## config.mk

```make
export PLATFORM = sky130hd
export DESIGN_NAME = bf_sequencer_flat
export DESIGN_NICKNAME = d
export VERILOG_FILES = /design/src/rtl/bf_sequencer_if.sv /design/src/rtl/bf_sequencer.sv /design/src/flat_wrapper.sv
export SDC_FILE = /design/constraint.sdc
export NUM_CORES = 1
export LEC_CHECK = 0
export ABC_AREA = 0
export BUFFER_PORTS_ARGS = -buffer_cell sky130_fd_sc_hd__buf_2
export CORE_ASPECT_RATIO = 0.7
export CORE_MARGIN = 1
export CORE_UTILIZATION = 31
export DETAILED_ROUTE_END_ITERATION = 12
export SYNTH_ARGS = -nofsm -noshare
export SYNTH_HDL_FRONTEND = slang
export SYNTH_SLANG_ARGS = --single-unit
```

## constraint.sdc

```tcl
create_clock -name clk -period 2.27 [get_ports clk]
set_input_delay 0.227 -clock clk [delete_from_list [all_inputs] [get_ports clk]]
set_output_delay 0.227 -clock clk [all_outputs]
set_load 0.005 [all_outputs]
```

## src/rtl/bf_sequencer_if.sv

```systemverilog
// Handshake and status bundle between the run sequencer and the
// update feed, relax datapath and cycle-detect datapath.
interface bf_sequencer_if #(
    parameter int PASS_W = 4
);
    logic              start;
    logic              upd_valid;
    logic              upd_ready;
    logic              init_en;
    logic              relax_reset;
    logic              relax_done;
    logic              cycle_reset;
    logic              cycle_done;
    logic              busy;
    logic              done;
    logic [PASS_W-1:0] pass_cnt;
    logic [15:0]       run_cnt;
    logic              timeout;

    modport master (
        input  start, upd_valid, relax_done, cycle_done,
        output upd_ready, init_en, relax_reset, cycle_reset,
        output busy, done, pass_cnt, run_cnt, timeout
    );

    modport slave (
        output start, upd_valid, relax_done, cycle_done,
        input  upd_ready, init_en, relax_reset, cycle_reset,
        input  busy, done, pass_cnt, run_cnt, timeout
    );
endinterface

```

## src/rtl/bf_sequencer.sv

```systemverilog
// Bellman-Ford run controller: init, NODES-1 relax passes, one
// negative-cycle sweep, with edge-update arbitration and a watchdog.
module bf_sequencer #(
    parameter int NODES       = 8,
    parameter int PASS_W      = 4,
    parameter int TIMEOUT_CYC = 4096
) (
    input  logic          clk,
    input  logic          reset,
    bf_sequencer_if.master bus
);
    localparam int WD_W =
        (TIMEOUT_CYC > 1) ? $clog2(TIMEOUT_CYC) : 1;
    localparam logic [WD_W-1:0] WD_LAST =
        WD_W'(TIMEOUT_CYC - 1);
    localparam logic [PASS_W-1:0] PASS_LAST =
        PASS_W'(NODES - 1);

    typedef enum logic [2:0] {
        IDLE, INIT, RELAX_GO, RELAX_WAIT,
        CYC_GO, CYC_WAIT, FINISH, ERROR
    } state_t;

    state_t            state_q, state_d;
    logic              pend_q, pend_d;
    logic [WD_W-1:0]   wdog_q, wdog_d;
    logic [PASS_W-1:0] pass_q, pass_d;
    logic [15:0]       run_q, run_d;

    logic upd_ready_q, upd_ready_d;
    logic init_q, init_d;
    logic rrst_q, rrst_d;
    logic crst_q, crst_d;
    logic busy_q, busy_d;
    logic done_q, done_d;
    logic tmo_q, tmo_d;

    logic blank, wd_hit, relax_ok, cyc_ok, last_pass;

    // wdog==0 is the blanking cycle right after a GO pulse
    assign blank     = (wdog_q == '0);
    assign wd_hit    = (wdog_q == WD_LAST);
    assign relax_ok  = bus.relax_done & ~blank;
    assign cyc_ok    = bus.cycle_done & ~blank;
    assign last_pass = ((pass_q + PASS_W'(1)) == PASS_LAST);

    always_ff @(posedge clk or posedge reset) begin
        if (reset) begin
            state_q <= IDLE;
            pend_q  <= 1'b0;
            wdog_q  <= '0;
            pass_q  <= '0;
            run_q   <= '0;
        end else begin
            state_q <= state_d;
            pend_q  <= pend_d;
            wdog_q  <= wdog_d;
            pass_q  <= pass_d;
            run_q   <= run_d;
        end
    end

    always_comb begin
        state_d = state_q;
        pend_d  = pend_q;
        wdog_d  = wdog_q;
        pass_d  = pass_q;
        run_d   = run_q;
        if (bus.start && state_q != IDLE && state_q != ERROR)
            pend_d = 1'b1;
        unique case (state_q)
            IDLE: begin
                if (bus.upd_valid) begin
                    if (bus.start) pend_d = 1'b1;
                end else if (bus.start || pend_q) begin
                    state_d = INIT;
                    pend_d  = 1'b0;
                end
            end
            INIT: begin
                pass_d  = '0;
                state_d = RELAX_GO;
            end
            RELAX_GO: begin
                wdog_d  = '0;
                state_d = RELAX_WAIT;
            end
            RELAX_WAIT: begin
                wdog_d = wdog_q + WD_W'(1);
                if (relax_ok) begin
                    pass_d  = pass_q + PASS_W'(1);
                    state_d = last_pass ? CYC_GO : RELAX_GO;
                end else if (wd_hit) begin
                    state_d = ERROR;
                end
            end
            CYC_GO: begin
                wdog_d  = '0;
                state_d = CYC_WAIT;
            end
            CYC_WAIT: begin
                wdog_d = wdog_q + WD_W'(1);
                if (cyc_ok) begin
                    run_d   = run_q + 16'd1;
                    state_d = FINISH;
                end else if (wd_hit) begin
                    state_d = ERROR;
                end
            end
            FINISH:  state_d = IDLE;
            ERROR:   state_d = ERROR;
            default: state_d = IDLE;
        endcase
    end

    // Outputs decode the state being entered so they leave a flop
    always_comb begin
        upd_ready_d = (state_d == IDLE);
        init_d      = (state_d == INIT);
        rrst_d      = (state_d == RELAX_GO);
        crst_d      = (state_d == CYC_GO);
        done_d      = (state_d == FINISH);
        tmo_d       = (state_d == ERROR);
        busy_d      = (state_d != IDLE) && (state_d != ERROR);
    end

    always_ff @(posedge clk or posedge reset) begin
        if (reset) begin
            upd_ready_q <= 1'b1;
            init_q      <= 1'b0;
            rrst_q      <= 1'b0;
            crst_q      <= 1'b0;
            busy_q      <= 1'b0;
            done_q      <= 1'b0;
            tmo_q       <= 1'b0;
        end else begin
            upd_ready_q <= upd_ready_d;
            init_q      <= init_d;
            rrst_q      <= rrst_d;
            crst_q      <= crst_d;
            busy_q      <= busy_d;
            done_q      <= done_d;
            tmo_q       <= tmo_d;
        end
    end

    assign bus.upd_ready   = upd_ready_q;
    assign bus.init_en     = init_q;
    assign bus.relax_reset = rrst_q;
    assign bus.cycle_reset = crst_q;
    assign bus.busy        = busy_q;
    assign bus.done        = done_q;
    assign bus.timeout     = tmo_q;
    assign bus.pass_cnt    = pass_q;
    assign bus.run_cnt     = run_q;
endmodule

```

## src/flat_wrapper.sv

```systemverilog
// flat-port wrapper written by rule: the top's interface ports become plain ports
module bf_sequencer_flat 
#(
    parameter int NODES       = 8,
    parameter int PASS_W      = 4,
    parameter int TIMEOUT_CYC = 4096
)
  (clk, reset, bus_start, bus_upd_valid, bus_relax_done, bus_cycle_done, bus_upd_ready, bus_init_en, bus_relax_reset, bus_cycle_reset, bus_busy, bus_done, bus_pass_cnt, bus_run_cnt, bus_timeout);
  bf_sequencer_if #(.PASS_W(PASS_W)) bus_i ();
  input  logic clk;
  input  logic reset;
  input wire logic [$bits(bus_i.start)-1:0] bus_start;
  input wire logic [$bits(bus_i.upd_valid)-1:0] bus_upd_valid;
  input wire logic [$bits(bus_i.relax_done)-1:0] bus_relax_done;
  input wire logic [$bits(bus_i.cycle_done)-1:0] bus_cycle_done;
  output wire logic [$bits(bus_i.upd_ready)-1:0] bus_upd_ready;
  output wire logic [$bits(bus_i.init_en)-1:0] bus_init_en;
  output wire logic [$bits(bus_i.relax_reset)-1:0] bus_relax_reset;
  output wire logic [$bits(bus_i.cycle_reset)-1:0] bus_cycle_reset;
  output wire logic [$bits(bus_i.busy)-1:0] bus_busy;
  output wire logic [$bits(bus_i.done)-1:0] bus_done;
  output wire logic [$bits(bus_i.pass_cnt)-1:0] bus_pass_cnt;
  output wire logic [$bits(bus_i.run_cnt)-1:0] bus_run_cnt;
  output wire logic [$bits(bus_i.timeout)-1:0] bus_timeout;
  assign bus_i.start = bus_start;
  assign bus_i.upd_valid = bus_upd_valid;
  assign bus_i.relax_done = bus_relax_done;
  assign bus_i.cycle_done = bus_cycle_done;
  assign bus_upd_ready = bus_i.upd_ready;
  assign bus_init_en = bus_i.init_en;
  assign bus_relax_reset = bus_i.relax_reset;
  assign bus_cycle_reset = bus_i.cycle_reset;
  assign bus_busy = bus_i.busy;
  assign bus_done = bus_i.done;
  assign bus_pass_cnt = bus_i.pass_cnt;
  assign bus_run_cnt = bus_i.run_cnt;
  assign bus_timeout = bus_i.timeout;
  bf_sequencer #(.NODES(NODES), .PASS_W(PASS_W), .TIMEOUT_CYC(TIMEOUT_CYC)) u_core (.clk(clk), .reset(reset), .bus(bus_i));
endmodule
```

==> metrics.md <==
| Metric | Value |
|---|---|
| Post-Synthesis Cells | 208 |
| # diodes | 0 |
| Status | complete, no violations |
| Setup crit end kind | flop |
| Total die area | 7370 µm² |
| Post-place setup slack | 0.203 ns |
| Hold Path Class | in2async |
| Port Buffers | 32 |
| Post-synthesis sequential area ratio | 49.5% |
| Vias | 1606 |
| CP required | 2.45 ns |
| First-pass GRT wire length | 7.33 mm |
| GP Congestion | 0.724 |
| PnR worst setup slack | 0.302 ns |
| Total internal power | 1.38 mW |
| Main flop type after synthesis | dfrtp_1 |
| Seq pwr share | 47.6% |
| CP startpoint | u_core.bus.pass_cnt[0] |
| R2R cell count | 7 |
| RSZ-0062 raised after global routing | false |
| H-tree level count | 2 |
| Switching power | 0.787 mW |
| Asr flop ratio synth | 100% |
| Startpoint types | flop |
| Drt pass-1 iters | 4 |
| Crit path capture | u_core.bus.busy |
| Worst-case clock buffer depth | 2 |
| Initial DRC Count | 93 |
| Vias in the first global route | 1474 |
| Clk_lat worst skew | 0.30 ns |
| Core area | 6760 µm² |
| Yosys top cell by area | dfrtp_1 |
| CTS tree | built |
| Area growth syn-to-layout | 17.3% |
| Antenna violations before repair | 0 |
| # DRC | 0 |
| Gr ovfl total | 0 |
| PwrDens | 847 nW/µm² |
| Vias per cell | 4.71 |
| Layout cell share with drive strength beyond 1 | 24.7% |
| Crit path max fanout | 8 |
| Design Area, Final | 2550 µm² |
| Total GRT Usage | 13.1% |
| FF-to-FF End | u_core.bus.busy |
| Top cells by area, synth | dfrtp_1, xnor2_1, a22o_1 |
| Post-CTS setup buffers | 0 |
| Hold Fails Final Rpt | 0 |
| Maximum VDD drop | 0.000351 V |
| Number of nets with antenna violations after routing | 0 |
| Root cell of the clock tree | clkbuf_8 |
| Final wirelength | 4.29 mm |
| Rel. slew slack | 62.8% |
| Critical path class | reg2reg |
| R2R setup slack | 0.30 ns |
| Worst r2r src | u_core.bus.pass_cnt[0] |
| Post-Route Skew | 0.00713 ns |
| Final nets | 257 |
| Commonest non-fill, non-tap cells in the layout | dfrtp_1, buf_2, nand2_1, nand3_1, nor2_1 |
| Max-cap violation count | 0 |
| WL/cell | 12.6 µm |
| Pin count of the biggest net entering global routing | 44 |
| Worst-Margin Slew | 0.559 ns |
| Net switching fraction of the power | 36.4% |
| EDFF count, synth | 0 |
| Yosys reg bits | 43 |
| Row count | 25 |
| Arr. time, crit path | 2.15 ns |
| Tmin final | 1.97 ns |
| Boundary pin count | 33 |
| Part of the power in combinational logic | 30.1% |
| Synth warnings | 0 |
| Commonest non-fill, non-tap cell in the layout | dfrtp_1 |
| Die Ht | 72.1 µm |
| P_leak | 1.27 nW |
| Max Slew Vio Count | 0 |
| Fin cells | 341 |
| Post-synth top area share | 48.2% |
| Clk pwr share | 22.3% |
| Post-Syn Area | 2180 µm² |
| Syn Area/Cell | 10.5 µm² |
| Placed cells | 333 |
| Final Cycle Share | 86.7% |
| CTS buffer count | 5 |
| Post-synth cell types | 39 |
| Fill cells | 682 |
| Die width | 102 µm |
| Finish-stage setup viols | 0 |
| Fin Setup TNS | 0 ns |
| Effective utilization at floorplan | 32.2% |
| FMAX | 508 MHz |
| Hold WS | 0.0470 ns |
| Post-DP HPWL | 3.01 mm |
| Clock Pin Slew Worst Setup and Hold Paths | 0.08 ns |
| Syn_nets | 219 |
| Placed Instance Area | 2470 µm² |
| Clock Sinks | 43 |
-- cell type report --
| class | count | area, µm² | area share [%] |
|---|---|---|---|
| Tap cell | 94 | 118 | 4.60 |
| Clock inverter | 2 | 12.5 | 0.490 |
| Timing Repair Buffer | 38 | 205 | 8.03 |
| Multi-Input combinational cell | 149 | 1040 | 40.5 |
| Sequential cell | 43 | 1080 | 42.2 |
| Clock buffer | 6 | 72.6 | 2.84 |
| Inverter | 9 | 33.8 | 1.32 |
-- critical path, stage by stage (launching register included) --
cell and delay (ns):
dfrtp_1 0.45, ha_1 0.25, nand2b_1 0.14, o32ai_1 0.30, nand3_1 0.14, o21ai_1 0.28
and3_1 0.23, nor2_1 0.04
-- sequential cells by signal, indices dropped and copies added, names as in the netlist --
| signal | count |
|---|---|
| u_core.pend_q | 1 |
| u_core.bus.pass_cnt | 4 |
| u_core.bus.upd_ready | 1 |
| u_core.bus.run_cnt | 16 |
| u_core.bus.cycle_reset | 1 |
| u_core.state_q | 3 |
| u_core.wdog_q | 12 |
| u_core.bus.init_en | 1 |
| u_core.bus.busy | 1 |
| u_core.bus.relax_reset | 1 |
| u_core.bus.timeout | 1 |
| u_core.bus.done | 1 |
-- power groups by stage --
stage          registers, mW  clock network [mW]  logic, mW
2_1_floorplan          0.987                   0      0.494
3_3_place_gp            1.04                   0      0.650
3_5_place_dp            1.05                   0      0.653
4_1_cts                 1.03               0.499      0.659
5_1_grt                 1.06               0.537      0.758
6_report                1.03               0.482      0.651
-- through the flow --
step / util (%) / power (mW)
finish: 37.8 / 2.17
global route: 37.8 / 2.35
CTS: 37.8 / 2.19
detailed placement: 36.6 / 1.70
global placement: 36.6 / 1.69
floorplan: - / 1.48
-- worst min-delay path by stage --
stage,endpoint,slack (ns),depth (start not counted)
6_report,u_core.bus.run_cnt[13],0.05,3
5_1_grt,u_core.wdog_q[8],0.11,3
4_1_cts,u_core.bus.run_cnt[13],0.08,3
3_5_place_dp,u_core.wdog_q[2],0.40,3
3_3_place_gp,u_core.wdog_q[2],0.40,3
2_1_floorplan,u_core.pend_q,0.37,2
-- metal layers --
layer	share of wire (%)	GRT usage (%)	wire length (µm)	up-vias
li1	-	-	-	813
met1	53	18.8	2290	757
met2	41	18.5	1760	32
met3	4.6	4.62	199	4
met4	0.91	3.81	39	0
met5	0	0	0	-
-- synth_stat cells (all sizes together), types with 3 or more instances --
cell type	number
xor2	3
nand2	19
nand2b	4
and3	9
nand4	5
ha	5
nor2	15
o21ai	9
mux2	5
nor3	7
nand3	17
a22o	11
a21o	5
and2	3
buf	4
inv	9
clkbuf	3
and3b	3
xnor2	14
dfrtp	42
-- logic make-up after synthesis --
logic type / Yosys count / share of synthesized area [%]
compound gates: 34 / 12.4
fa+ha+maj: 5 / 2.87
buf+inv: 16 / 2.99
xor+xnor: 17 / 6.84
flops: 43 / 49.5
simple gates: 87 / 22.4
mux: 6 / 3.04
-- repair_timing --
item                       in CTS  in global routing
setup endpoints to repair       0                  1
hold buffers                    0                  0
gates resized for setup         0                  1
(Power assumes the default switching activity.)
